$ cat src/rtl/tvout_pkg.sv
// Shared constants and types for the video RAM arbiter and its fill sequencer.
package tvout_pkg;

  localparam int ADDR_W = 15;
  localparam int DATA_W = 8;
  localparam int DEPTH  = 512 * 288 / 8;

  localparam logic [ADDR_W-1:0] LAST_ADDR = ADDR_W'(DEPTH - 1);

  typedef enum logic [1:0] {
    IDLE    = 2'd0,
    GRANTED = 2'd1,
    HOLD    = 2'd2
  } host_state_e;

  // True when the byte address maps onto a real RAM location.
  function automatic logic in_range(input logic [ADDR_W-1:0] a);
    return (a < ADDR_W'(DEPTH));
  endfunction

endpackage

$ cat src/rtl/vram_fill_seq.sv
// Whole-frame fill engine: walks every RAM byte once, one write per grant.
module vram_fill_seq
  import tvout_pkg::*;
(
  input  logic              clk,
  input  logic              rst_n,
  input  logic              i_start,
  input  logic [DATA_W-1:0] i_value,
  input  logic              i_grant,
  output logic              o_pending,
  output logic [ADDR_W-1:0] o_addr,
  output logic [DATA_W-1:0] o_wdata,
  output logic              o_busy,
  output logic              o_done
);

  logic              r_busy;
  logic              r_done;
  logic [ADDR_W-1:0] r_addr;
  logic [DATA_W-1:0] r_value;

  // Start only from idle (a start while busy neither restarts nor relatches);
  // advance on each grant and finish after the last byte.
  always_ff @(posedge clk or negedge rst_n) begin
    if (!rst_n) begin
      r_busy  <= 1'b0;
      r_done  <= 1'b0;
      r_addr  <= '0;
      r_value <= '0;
    end else begin
      r_done <= 1'b0;
      if (!r_busy) begin
        if (i_start) begin
          r_busy  <= 1'b1;
          r_addr  <= '0;
          r_value <= i_value;
        end
      end else if (i_grant) begin
        if (r_addr == LAST_ADDR) begin
          r_busy <= 1'b0;
          r_done <= 1'b1;
          r_addr <= '0;
        end else begin
          r_addr <= r_addr + 1'b1;
        end
      end
    end
  end

  assign o_pending = r_busy;
  assign o_addr    = r_addr;
  assign o_wdata   = r_value;
  assign o_busy    = r_busy;
  assign o_done    = r_done;

endmodule

$ cat src/rtl/vram_arbiter.sv
// Single-port video RAM arbiter: display fetch has absolute priority,
// host port and fill sequencer share the remaining cycles round-robin.
//
// Host FSM states:
//   state   | meaning
//   IDLE    | host eligible for a grant
//   GRANTED | access issued last cycle; ack (and read data) presented now
//   HOLD    | one dead cycle so a still-high req is not regranted
module vram_arbiter
  import tvout_pkg::*;
(
  input  logic              clk,
  input  logic              rst_n,
  input  logic              fetch_strobe,
  input  logic [ADDR_W-1:0] fetch_addr,
  output logic [DATA_W-1:0] fetch_data,
  output logic              fetch_valid,
  input  logic              host_req,
  input  logic              host_we,
  input  logic [ADDR_W-1:0] host_addr,
  input  logic [DATA_W-1:0] host_wdata,
  output logic              host_ack,
  output logic [DATA_W-1:0] host_rdata,
  input  logic              fill_start,
  input  logic [DATA_W-1:0] fill_value,
  output logic              fill_busy,
  output logic              fill_done,
  output logic              mem_en,
  output logic              mem_we,
  output logic [ADDR_W-1:0] mem_addr,
  output logic [DATA_W-1:0] mem_wdata,
  input  logic [DATA_W-1:0] mem_rdata
);

  logic              w_fill_pending;
  logic [ADDR_W-1:0] w_fill_addr;
  logic [DATA_W-1:0] w_fill_wdata;
  logic              w_fetch_gnt;
  logic              w_host_elig;
  logic              w_host_gnt;
  logic              w_fill_gnt;
  logic              w_fetch_in;
  logic              w_host_in;

  host_state_e       r_state;
  logic              r_rr_host;
  logic              r_fetch_valid;
  logic              r_fetch_rd;
  logic              r_host_ack;
  logic              r_host_rd;

  assign w_fetch_in = in_range(fetch_addr);
  assign w_host_in  = in_range(host_addr);

  // Grant decision; gated by rst_n so nothing reaches the RAM while in reset.
  // r_rr_host means host wins the next host-vs-fill tie.
  always_comb begin
    w_fetch_gnt = rst_n & fetch_strobe;
    w_host_elig = rst_n & host_req & (r_state == IDLE);
    w_host_gnt  = ~w_fetch_gnt & w_host_elig & (~w_fill_pending | r_rr_host);
    w_fill_gnt  = ~w_fetch_gnt & w_fill_pending & (~w_host_elig | ~r_rr_host);
  end

  // Drive the RAM port from whichever requester owns this cycle.
  always_comb begin
    mem_en    = 1'b0;
    mem_we    = 1'b0;
    mem_addr  = '0;
    mem_wdata = '0;
    if (w_fetch_gnt) begin
      if (w_fetch_in) begin
        mem_en   = 1'b1;
        mem_addr = fetch_addr;
      end
    end else if (w_host_gnt) begin
      if (w_host_in) begin
        mem_en    = 1'b1;
        mem_we    = host_we;
        mem_addr  = host_addr;
        mem_wdata = host_we ? host_wdata : '0;
      end
    end else if (w_fill_gnt) begin
      mem_en    = 1'b1;
      mem_we    = 1'b1;
      mem_addr  = w_fill_addr;
      mem_wdata = w_fill_wdata;
    end
  end

  // Fetch return tracking: always pulse valid, only pass RAM data when it was read.
  always_ff @(posedge clk or negedge rst_n) begin
    if (!rst_n) begin
      r_fetch_valid <= 1'b0;
      r_fetch_rd    <= 1'b0;
    end else begin
      r_fetch_valid <= w_fetch_gnt;
      r_fetch_rd    <= w_fetch_gnt & w_fetch_in;
    end
  end

  // Round-robin pointer follows the last host or fill winner, contested or not.
  always_ff @(posedge clk or negedge rst_n) begin
    if (!rst_n) begin
      r_rr_host <= 1'b1;
    end else if (w_host_gnt) begin
      r_rr_host <= 1'b0;
    end else if (w_fill_gnt) begin
      r_rr_host <= 1'b1;
    end
  end

  // Host access FSM with registered ack and read-data select.
  always_ff @(posedge clk or negedge rst_n) begin
    if (!rst_n) begin
      r_state    <= IDLE;
      r_host_ack <= 1'b0;
      r_host_rd  <= 1'b0;
    end else begin
      r_host_ack <= 1'b0;
      r_host_rd  <= 1'b0;
      case (r_state)
        IDLE: begin
          if (w_host_gnt) begin
            r_state    <= GRANTED;
            r_host_ack <= 1'b1;
            r_host_rd  <= ~host_we & w_host_in;
          end
        end
        GRANTED: r_state <= HOLD;
        HOLD:    r_state <= IDLE;
        default: r_state <= IDLE;
      endcase
    end
  end

  assign fetch_valid = r_fetch_valid;
  assign fetch_data  = r_fetch_rd ? mem_rdata : '0;
  assign host_ack    = r_host_ack;
  assign host_rdata  = r_host_rd ? mem_rdata : '0;

  vram_fill_seq u_fill (
    .clk       (clk),
    .rst_n     (rst_n),
    .i_start   (fill_start),
    .i_value   (fill_value),
    .i_grant   (w_fill_gnt),
    .o_pending (w_fill_pending),
    .o_addr    (w_fill_addr),
    .o_wdata   (w_fill_wdata),
    .o_busy    (fill_busy),
    .o_done    (fill_done)
  );

endmodule

$ cat config.mk
export PLATFORM = sky130hd
export DESIGN_NAME = vram_arbiter
export DESIGN_NICKNAME = d
export VERILOG_FILES = /design/src/rtl/tvout_pkg.sv /design/src/rtl/vram_fill_seq.sv /design/src/rtl/vram_arbiter.sv
export SDC_FILE = /design/constraint.sdc
export NUM_CORES = 1
export LEC_CHECK = 0
export CAP_MARGIN = 0
export CORE_MARGIN = 5
export CORE_UTILIZATION = 24
export CTS_BUF_LIST = sky130_fd_sc_hd__clkbuf_4
export DETAILED_ROUTE_END_ITERATION = 16
export GPL_TIMING_DRIVEN = 0
export PLACE_DENSITY = 0.54
export SETUP_SLACK_MARGIN = 0.02
export SYNTH_ARGS = -nofsm -noshare
export SYNTH_HDL_FRONTEND = slang
export SYNTH_HIERARCHICAL = 1
export SYNTH_SLANG_ARGS = --single-unit
$ cat constraint.sdc
create_clock -name clk -period 2.6 [get_ports clk]
set_clock_uncertainty 0.2 [all_clocks]
set_input_delay 0.39 -clock clk [delete_from_list [all_inputs] [get_ports clk]]
set_output_delay 0.39 -clock clk [all_outputs]
set_load 0.01 [all_outputs]
==> key figures, run 1 <==
Status
  – Status: finished, violations left
  – Failing checks: setup timing

Worst setup path
  – R2R Path End: u_fill/o_addr[13]
  – FF-to-FF Start: u_fill/o_busy
  – Worst Reg-to-Reg Cells: 10
  – Arrival time at the worst endpoint: 2.10 ns
  – Slowest CP cell: dfstp_2
  – CP Class: flop to output pin
  – Crit Path Max Fanout: 7
  – R2r setup slk: 0.33 ns
  – Startpoint types: flop
  – CP cell instances: a41oi_4, buf_4, a221o_1, clkdlybuf4s50_1
  – CP max stage delay: 0.61 ns
  – CP Buf/Inv Count: 2
  – Top Family by Delay on Critical Path: buffers and inverters
  – CP Capture Type: output pin
  – Required @ worst endpoint: 2.01 ns

Power
  – Sequential share of power: 43.2%
  – Power density over the cells: 411 nW/um^2
  – Max VDD drop: 225 uV
  – Combinational power share: 37.1%
  – Clock share of power: 19.7%
  – Internal cell power: 0.000984 W
  – NetSw: 0.000480 W
  – Switching share of power: 32.8%
  – Leak: 1.54 nW

Floorplanning
  – Standard-cell row count: 34
  – Die ar.: 10,600 sq um
  – Initial Util: 24.2%
  – Die width: 103 microns
  – Die H: 103 microns
  – I/O pins: 105
  – Core area: 8590 sq um

Global routing
  – Global route overflow: 0
  – Number of global-route vias before repair: 2,210
  – First-pass GRT wire length: 11.5 mm
  – Initial antenna violation count: 0
  – Tot GR Track Use: 14.1%
  – Largest net degree at the start of global routing: 32

Min path
  – Hold crit path type: primary input to flop
  – WHS Path Cells: 3
  – WHS Endpoint: host_ack
  – Critical hold path startpoint: rst_n

Layout
  – Antenna cells: 0
  – Non-Filler Instances: 450
  – NumNets Final: 402
  – Cell area after layout: 3560 sq um
  – Synth-to-Final Area Change: 71.2%
  – Fillers: 863
  – Share of cells above drive strength 1: 28.9%
  – Final core occ: 41.4%

Clock network
  – Worst skew pair latency: 0.33 ns
  – TritonCTS clock tree: yes
  – # H-tree levels: 2
  – Cts bufs inserted: 5
  – CTS clk-pin slew, worst paths: 0.11 ns
  – CTS max path bufs: 2
  – CTS sink cnt: 32
  – Root buf cell: clkbuf_4

Logic synthesis
  – Post-synthesis area per instance: 10.2 sq um
  – Cells after Synth: 204
  – Count of flip-flops with a built-in enable after synthesis: 0
  – Syn. warnings: 6
  – Cell Area, Synth: 2080 sq um
  – Yosys cell types: 49
  – Top cell type's share of synthesized area: 37.3%
  – Syn nets: 265
  – #FFs+latches synth: 32
  – Post-synth ARST share: 100%
  – Post-synth top area cell: dfrtp_1
  – Count leader, synth: dfrtp_1
  – Top post-synthesis cells by area: dfrtp_1 (37%), and2_1 (9.0%), a221o_1 (7.2%), mux2_2 (5.4%), a22o_1 (3.4%)
  – Post-synth top cells: dfrtp_1 (31), and2_1 (30), a221o_1 (15)
  – Seq/Total Area, Yosys: 38.6%
  – Top FF cell, synth: dfrtp_1

Placed design
  – Post-DP Area: 3250 sq um
  – Placed cells: 416
  – IO buf count: 104
  – RePlAce Congestion: 0.828
  – HPWL Detailed: 5.17 mm

Timing
  – Min Tclk post-route: 2.69 ns
  – WHS: 0.220 ns
  – Rel. slew slack: 66.1%
  – Period utilisation layout: 103%
  – RSZ-0062 raised after global routing: yes
  – Slew Limit Fails: 0
  – Setup violations, final: 9
  – Fmax: 372 MHz
  – Final Hold Viols: 0
  – Setup ws final: -0.0874 ns
  – Worst-Margin Slew: 0.507 ns

Flow run
  – Max-cap viol count: 0

Routing
  – DRC: 0
  – Post-Route WL: 7.51 mm
  – DR vias/cell: 4.88
  – Routed Antenna Nets: 0
  – Per-cell routed wire length: 16.7 microns
  – Starting DRT DRC Count: 101
  – Vias: 2,195
  – Pre-antenna DRT Iters: 4
[what timing repair did]
item / in CTS / in global routing
pin swaps: 10 / 12
hold buffers: 2 / 0
endpoints found under the setup margin: 42 / 20
gates resized for setup: 143 / 7
buffers inserted: 20 / 4
hold endpoints to repair: 31 / 0
cloned: 3 / 0
[worst register-to-register path, cell delays in order (launching register included)]
cell	delay, ns
dfrtp_2	0.40
buf_6	0.10
nand2_1	0.07
a41oi_4	0.20
buf_4	0.19
clkbuf_8	0.20
nand2_4	0.11
a41oi_4	0.26
buf_6	0.18
o21ai_0	0.09
a31oi_1	0.19
[sequential cells by signal, indices dropped and copies added (netlist names)]
name / cells
fetch_valid: 1
host_ack: 1
r_fetch_rd: 1
r_host_rd: 1
r_rr_host: 1
r_state: 2
u_fill/o_addr: 15
u_fill/o_busy: 1
u_fill/o_done: 1
u_fill/o_wdata: 8
[worst max-delay path by stage]
| stage | endpoint | startpoint | cells past startpoint |
|---|---|---|---|
| floorplan | u_fill/o_addr[12] | u_fill/o_busy | 9 |
| global placement | mem_wdata[3] | rst_n | 7 |
| detailed placement | mem_wdata[1] | rst_n | 7 |
| CTS | mem_addr[13] | r_state[1] | 5 |
| global route | mem_wdata[3] | r_state[0] | 8 |
| finish | mem_addr[13] | r_rr_host | 4 |
[area by class of cell]
cell class	count	area, sq um	share of cell area [%]
Multi-Input combinational cell	158	1220	34.4
Timing Repair Buffer	131	1210	34.0
Sequential cell	32	803	22.6
Tap cell	108	135	3.80
Buffer	11	123	3.45
Clock buffer	6	45.0	1.27
Clock inverter	2	11.3	0.316
Inverter	2	10.0	0.281
[layout by cell type (no fill, tap or decap), types with 2 or more instances in the layout]
| master | n |
|---|---|
| clkdlybuf4s50_1 | 70 |
| dfrtp_1 | 30 |
| and2_1 | 29 |
| buf_2 | 22 |
| buf_6 | 19 |
| a221o_1 | 15 |
| buf_4 | 11 |
| nand2_1 | 10 |
| mux2_2 | 10 |
| o21ai_0 | 9 |
| dlygate4sd2_1 | 9 |
| a22o_1 | 8 |
| a31oi_1 | 8 |
| clkbuf_4 | 7 |
| a21oi_1 | 7 |
| nand3_1 | 6 |
| clkbuf_8 | 5 |
| nor3b_1 | 4 |
| nor2b_1 | 4 |
| nor2_1 | 4 |
| nand2b_1 | 3 |
| and3_1 | 3 |
| nand4_1 | 3 |
| a41oi_1 | 3 |
| nand2_4 | 2 |
| o31a_1 | 2 |
| a41oi_4 | 2 |
| buf_12 | 2 |
| and3_2 | 2 |
[through the flow]
stage / setup TNS, ns / setup slack, ns / total power (W)
after floorplan: 0 / 0.119 / 0.000885
after global placement: -94.79 / -2.35 / 0.00118
after detailed placement: -35.40 / -1.02 / 0.00118
after CTS: -0.610 / -0.158 / 0.00147
after global routing: -2.39 / -0.209 / 0.00157
final: -0.428 / -0.0874 / 0.00146
[cells by family after synthesis]
logic type	after synthesis	share of synthesized area [%]
compound gates	62	23.9
fa+ha+maj	1	0.602
buf+inv	14	5.00
flops	32	38.6
mux	11	5.90
simple gates	84	26.0
[power by group through the flow]
stage	Combinational (W)	Sequential (W)	Clock [W]
6_report	0.000543	0.000632	0.000289
5_1_grt	0.000596	0.000647	0.000325
4_1_cts	0.000537	0.000632	0.000302
3_5_place_dp	0.000538	0.000641	0
3_3_place_gp	0.000538	0.000639	0
2_1_floorplan	0.000267	0.000618	0
[layer usage]
| layer | global-route usage, % | vias to the layer above | share of wire (%) |
|---|---|---|---|
| li1 | - | 1051 | - |
| met3 | 3.92 | 9 | 9.8 |
| met5 | 0 | - | 0 |
| met4 | 3.59 | 0 | 1.4 |
| met1 | 17.9 | 1043 | 42 |
| met2 | 23.6 | 92 | 47 |
(Power assumes the default switching activity.)
==> run 2, diff against run 1 <==
--- a/config.mk
+++ b/config.mk
@@ -7,11 +7,11 @@
 export LEC_CHECK = 0
 export CAP_MARGIN = 0
 export CORE_MARGIN = 5
-export CORE_UTILIZATION = 24
+export CORE_UTILIZATION = 37
 export CTS_BUF_LIST = sky130_fd_sc_hd__clkbuf_4
 export DETAILED_ROUTE_END_ITERATION = 16
 export GPL_TIMING_DRIVEN = 0
-export PLACE_DENSITY = 0.54
+export PLACE_DENSITY = 0.77
 export SETUP_SLACK_MARGIN = 0.02
 export SYNTH_ARGS = -nofsm -noshare
 export SYNTH_HDL_FRONTEND = slang
==> constraint.sdc (replaced) <==
create_clock -name clk -period 2.2 [get_ports clk]
set_clock_uncertainty 0.2 [all_clocks]
set_input_delay 0.33 -clock clk [delete_from_list [all_inputs] [get_ports clk]]
set_output_delay 0.33 -clock clk [all_outputs]
set_load 0.01 [all_outputs]
==> run 2 against run 1 <==
  * Sequential power increased by 19%
  * Critical path depth increased by 4
  * Highest routed layer unchanged
  * Worst setup slack got worse by 0.34 ns
  * Via count increased by 3.9%
  * Final cell count decreased by 5.6%
  * Largest power group unchanged
  * Hold slack improved by 0.013 ns
  * Utilization increased by 25 points
  * The run still ends with setup timing left
  * First-iteration DRC count increased by 9.9%
  * Register-to-register slack got worse by 0.35 ns
  * Final area increased by 2.1%
  * Global-route usage increased by 6.4 points
  * Critical path type unchanged
  * Routed wire length increased by 0.67%
==> key figures, run 2 (synthesized netlist as in run 1, its figures left out) <==
Clock network
  – Cts bufs inserted: 5 (unchanged)
  – CTS sink cnt: 32 (unchanged)
  – Root buf cell: clkbuf_4
  – CTS clk-pin slew, worst paths: 0.10 ns (about the same)
  – CTS max path bufs: 2 (unchanged)
  – # H-tree levels: 2 (unchanged)
  – TritonCTS clock tree: yes
  – Worst skew pair latency: 0.33 ns (about the same)

Status
  – Failing checks: setup timing
  – Status: finished, violations left

Layout
  – Synth-to-Final Area Change: 74.8%
  – Max reg flops: 15 (unchanged)
  – NumNets Final: 413 (+2.7%)
  – Fillers: 441 (-49%)
  – Antenna cells: 0 (unchanged)
  – Non-Filler Instances: 425 (-5.6%)
  – Most frequent cells in the layout: clkdlybuf4s50_1 (72), dfrtp_1 (30), and2_1 (29)
  – Commonest non-fill, non-tap cell in the layout: clkdlybuf4s50_1
  – Share of cells above drive strength 1: 31.2% (+2.2 points)
  – Final core occ: 66.4% (+25 points)

Routing
  – Vias: 2,280 (+3.9%)
  – Pre-antenna DRT Iters: 5 (+1)
  – Per-cell routed wire length: 17.8 microns (+6.6%)
  – Post-Route WL: 7.56 mm (+0.67%)
  – Routed Antenna Nets: 0 (unchanged)
  – DRC: 0 (unchanged)
  – Starting DRT DRC Count: 111 (+9.9%)
  – DR vias/cell: 5.36 (+10%)

Global routing
  – First-pass GRT wire length: 11.8 mm (+2.2%)
  – Number of global-route vias before repair: 2,273 (+2.9%)
  – Initial antenna violation count: 0 (unchanged)
  – Largest net degree at the start of global routing: 33 (+3.1%)
  – Global route overflow: 0 (unchanged)
  – Tot GR Track Use: 20.5% (+6.4 points)

Floorplanning
  – Die width: 84.9 microns (-18%)
  – Core area: 5470 sq um (-36%)
  – I/O pins: 105 (unchanged)
  – Die ar.: 7220 sq um (-32%)
  – Initial Util: 38.0% (+14 points)
  – Standard-cell row count: 27 (-21%)
  – Die H: 84.9 microns (-18%)

Placed design
  – Place WS: -1.12 ns (-0.0974 ns)
  – RePlAce Congestion: 0.846 (+2.1%)
  – HPWL Detailed: 5.08 mm (-1.6%)
  – IO buf count: 104 (unchanged)
  – Placed cells: 380 (-8.7%)

Worst setup path
  – Worst path most repeated cell: buf_6
  – Crit Path Max Fanout: 3 (-4)
  – Arrival time at the worst endpoint: 2.10 ns (about the same)
  – Slowest CP cell: dfrtp_1
  – CP Capture Type: output pin
  – Required @ worst endpoint: 1.67 ns (-0.34 ns)
  – CP cell instances: nand4bb_4, nor4_4, buf_4, buf_6, buf_6, buf_6, a221o_1, buf_2
  – Startpoint types: flop
  – CP Class: flop to output pin
  – CP max stage delay: 0.40 ns (-0.21 ns)

Timing
  – Min Tclk post-route: 2.63 ns
  – RSZ-0062 raised after global routing: yes
  – Fmax: 381 MHz
  – Period utilisation layout: 119%
  – Setup violations, final: 28 (+19)
  – Rel. slew slack: 65.9% (-0.26 points)
  – Worst-Margin Slew: 0.511 ns (+0.00382 ns)
  – Slew Limit Fails: 0 (unchanged)
  – Setup ws final: -0.427 ns (-0.339 ns)
  – Final Hold Viols: 0 (unchanged)

Power
  – Leak: 1.60 nW (+4.3%)
  – Max VDD drop: 299 uV (+33%)
  – Power density over the cells: 491 nW/um^2 (+19%)

Flow run
  – Max-cap viol count: 0 (unchanged)

Min path
  – Hold crit path type: primary input to flop
==> run 2: cell count changes in the layout (fill, tap and decap cells not counted), sizes merged <==
cell	before	now
clkinv	1	2
clkbuf	13	11
clkinvlp	1	0
clkdlybuf4s50	70	72
dlygate4sd2	9	6
buf	55	69
==> run 2: final cells by class <==
| class | instances | area [sq um] | area share [%] |
|---|---|---|---|
| clock buffers | 6 | 45.0 | 1.24 |
| flip-flops and latches | 32 | 803 | 22.1 |
| multi-input cells | 158 | 1250 | 34.5 |
| plain buffers | 11 | 129 | 3.55 |
| well taps | 72 | 90.1 | 2.48 |
| inverters | 2 | 10.0 | 0.276 |
| clock inverters | 2 | 7.51 | 0.207 |
| repair buffers | 142 | 1290 | 35.6 |
==> run 2: routing by layer <==
layer | vias up | GRT usage (%) | share of wire, %
li1 | 1077 | - | -
met1 | 1091 | 23.4 | 40
met2 | 94 | 36.2 | 51
met3 | 18 | 5.34 | 6.8
met4 | 0 | 8.06 | 2.8
met5 | - | 0 | 0
==> run 2: worst paths after layout <==
check	from	to	slack, ns	cells past startpoint
worst max-delay path	r_state[0]	mem_addr[3]	-0.43	8
worst min-delay path	rst_n	fetch_valid	0.23	4
worst max register to register	r_state[0]	u_fill/o_addr[5]	-0.02	10
worst min register to register	u_fill/o_wdata[6]	u_fill/o_wdata[6]	0.32	1
max in group asynchronous	rst_n	r_rr_host	1.16	3
min in group asynchronous	rst_n	u_fill/o_wdata[5]	0.39	3
==> run 2: stage by stage <==
stage	area, sq um	hold slack, ns	TNS (ns)	total power [W]
after floorplan	2090	-0.166	0	0.00105
after global routing	3630	0.240	-11.47	0.00188
final	3630	0.233	-8.61	0.00178
after detailed placement	3220	0.256	-34.92	0.00140
after CTS	3530	0.206	-6.03	0.00175
after global placement	3220	0.245	-97.32	0.00138
==> run 2: power by group <==
part | switching [W] | internal (W)
combinational | 0.000295 | 0.000402
sequential | 0.0000932 | 0.000662
clock | 0.000200 | 0.000131
total | 0.000588 | 0.00119
==> run 2: timing repair <==
| item | in CTS | in global routing |
|---|---|---|
| endpoints found under the hold margin | 32 | 0 |
| gates resized for setup | 146 | 12 |
| cloned | 2 | 2 |
| buffers inserted | 28 | 6 |
| hold buffers | 2 | 0 |
| pin swaps | 19 | 8 |
| setup endpoints to repair | 40 | 36 |
==> run 2: worst max-delay path, delay by kind of cell, from the launching register on <==
| kind | cells | cell delay, ns |
|---|---|---|
| AO/OA/AOI/OAI | 1 | 0.13 |
| buffers and inverters | 5 | 0.60 |
| flip-flops | 1 | 0.40 |
| AND/OR/NAND/NOR | 2 | 0.64 |
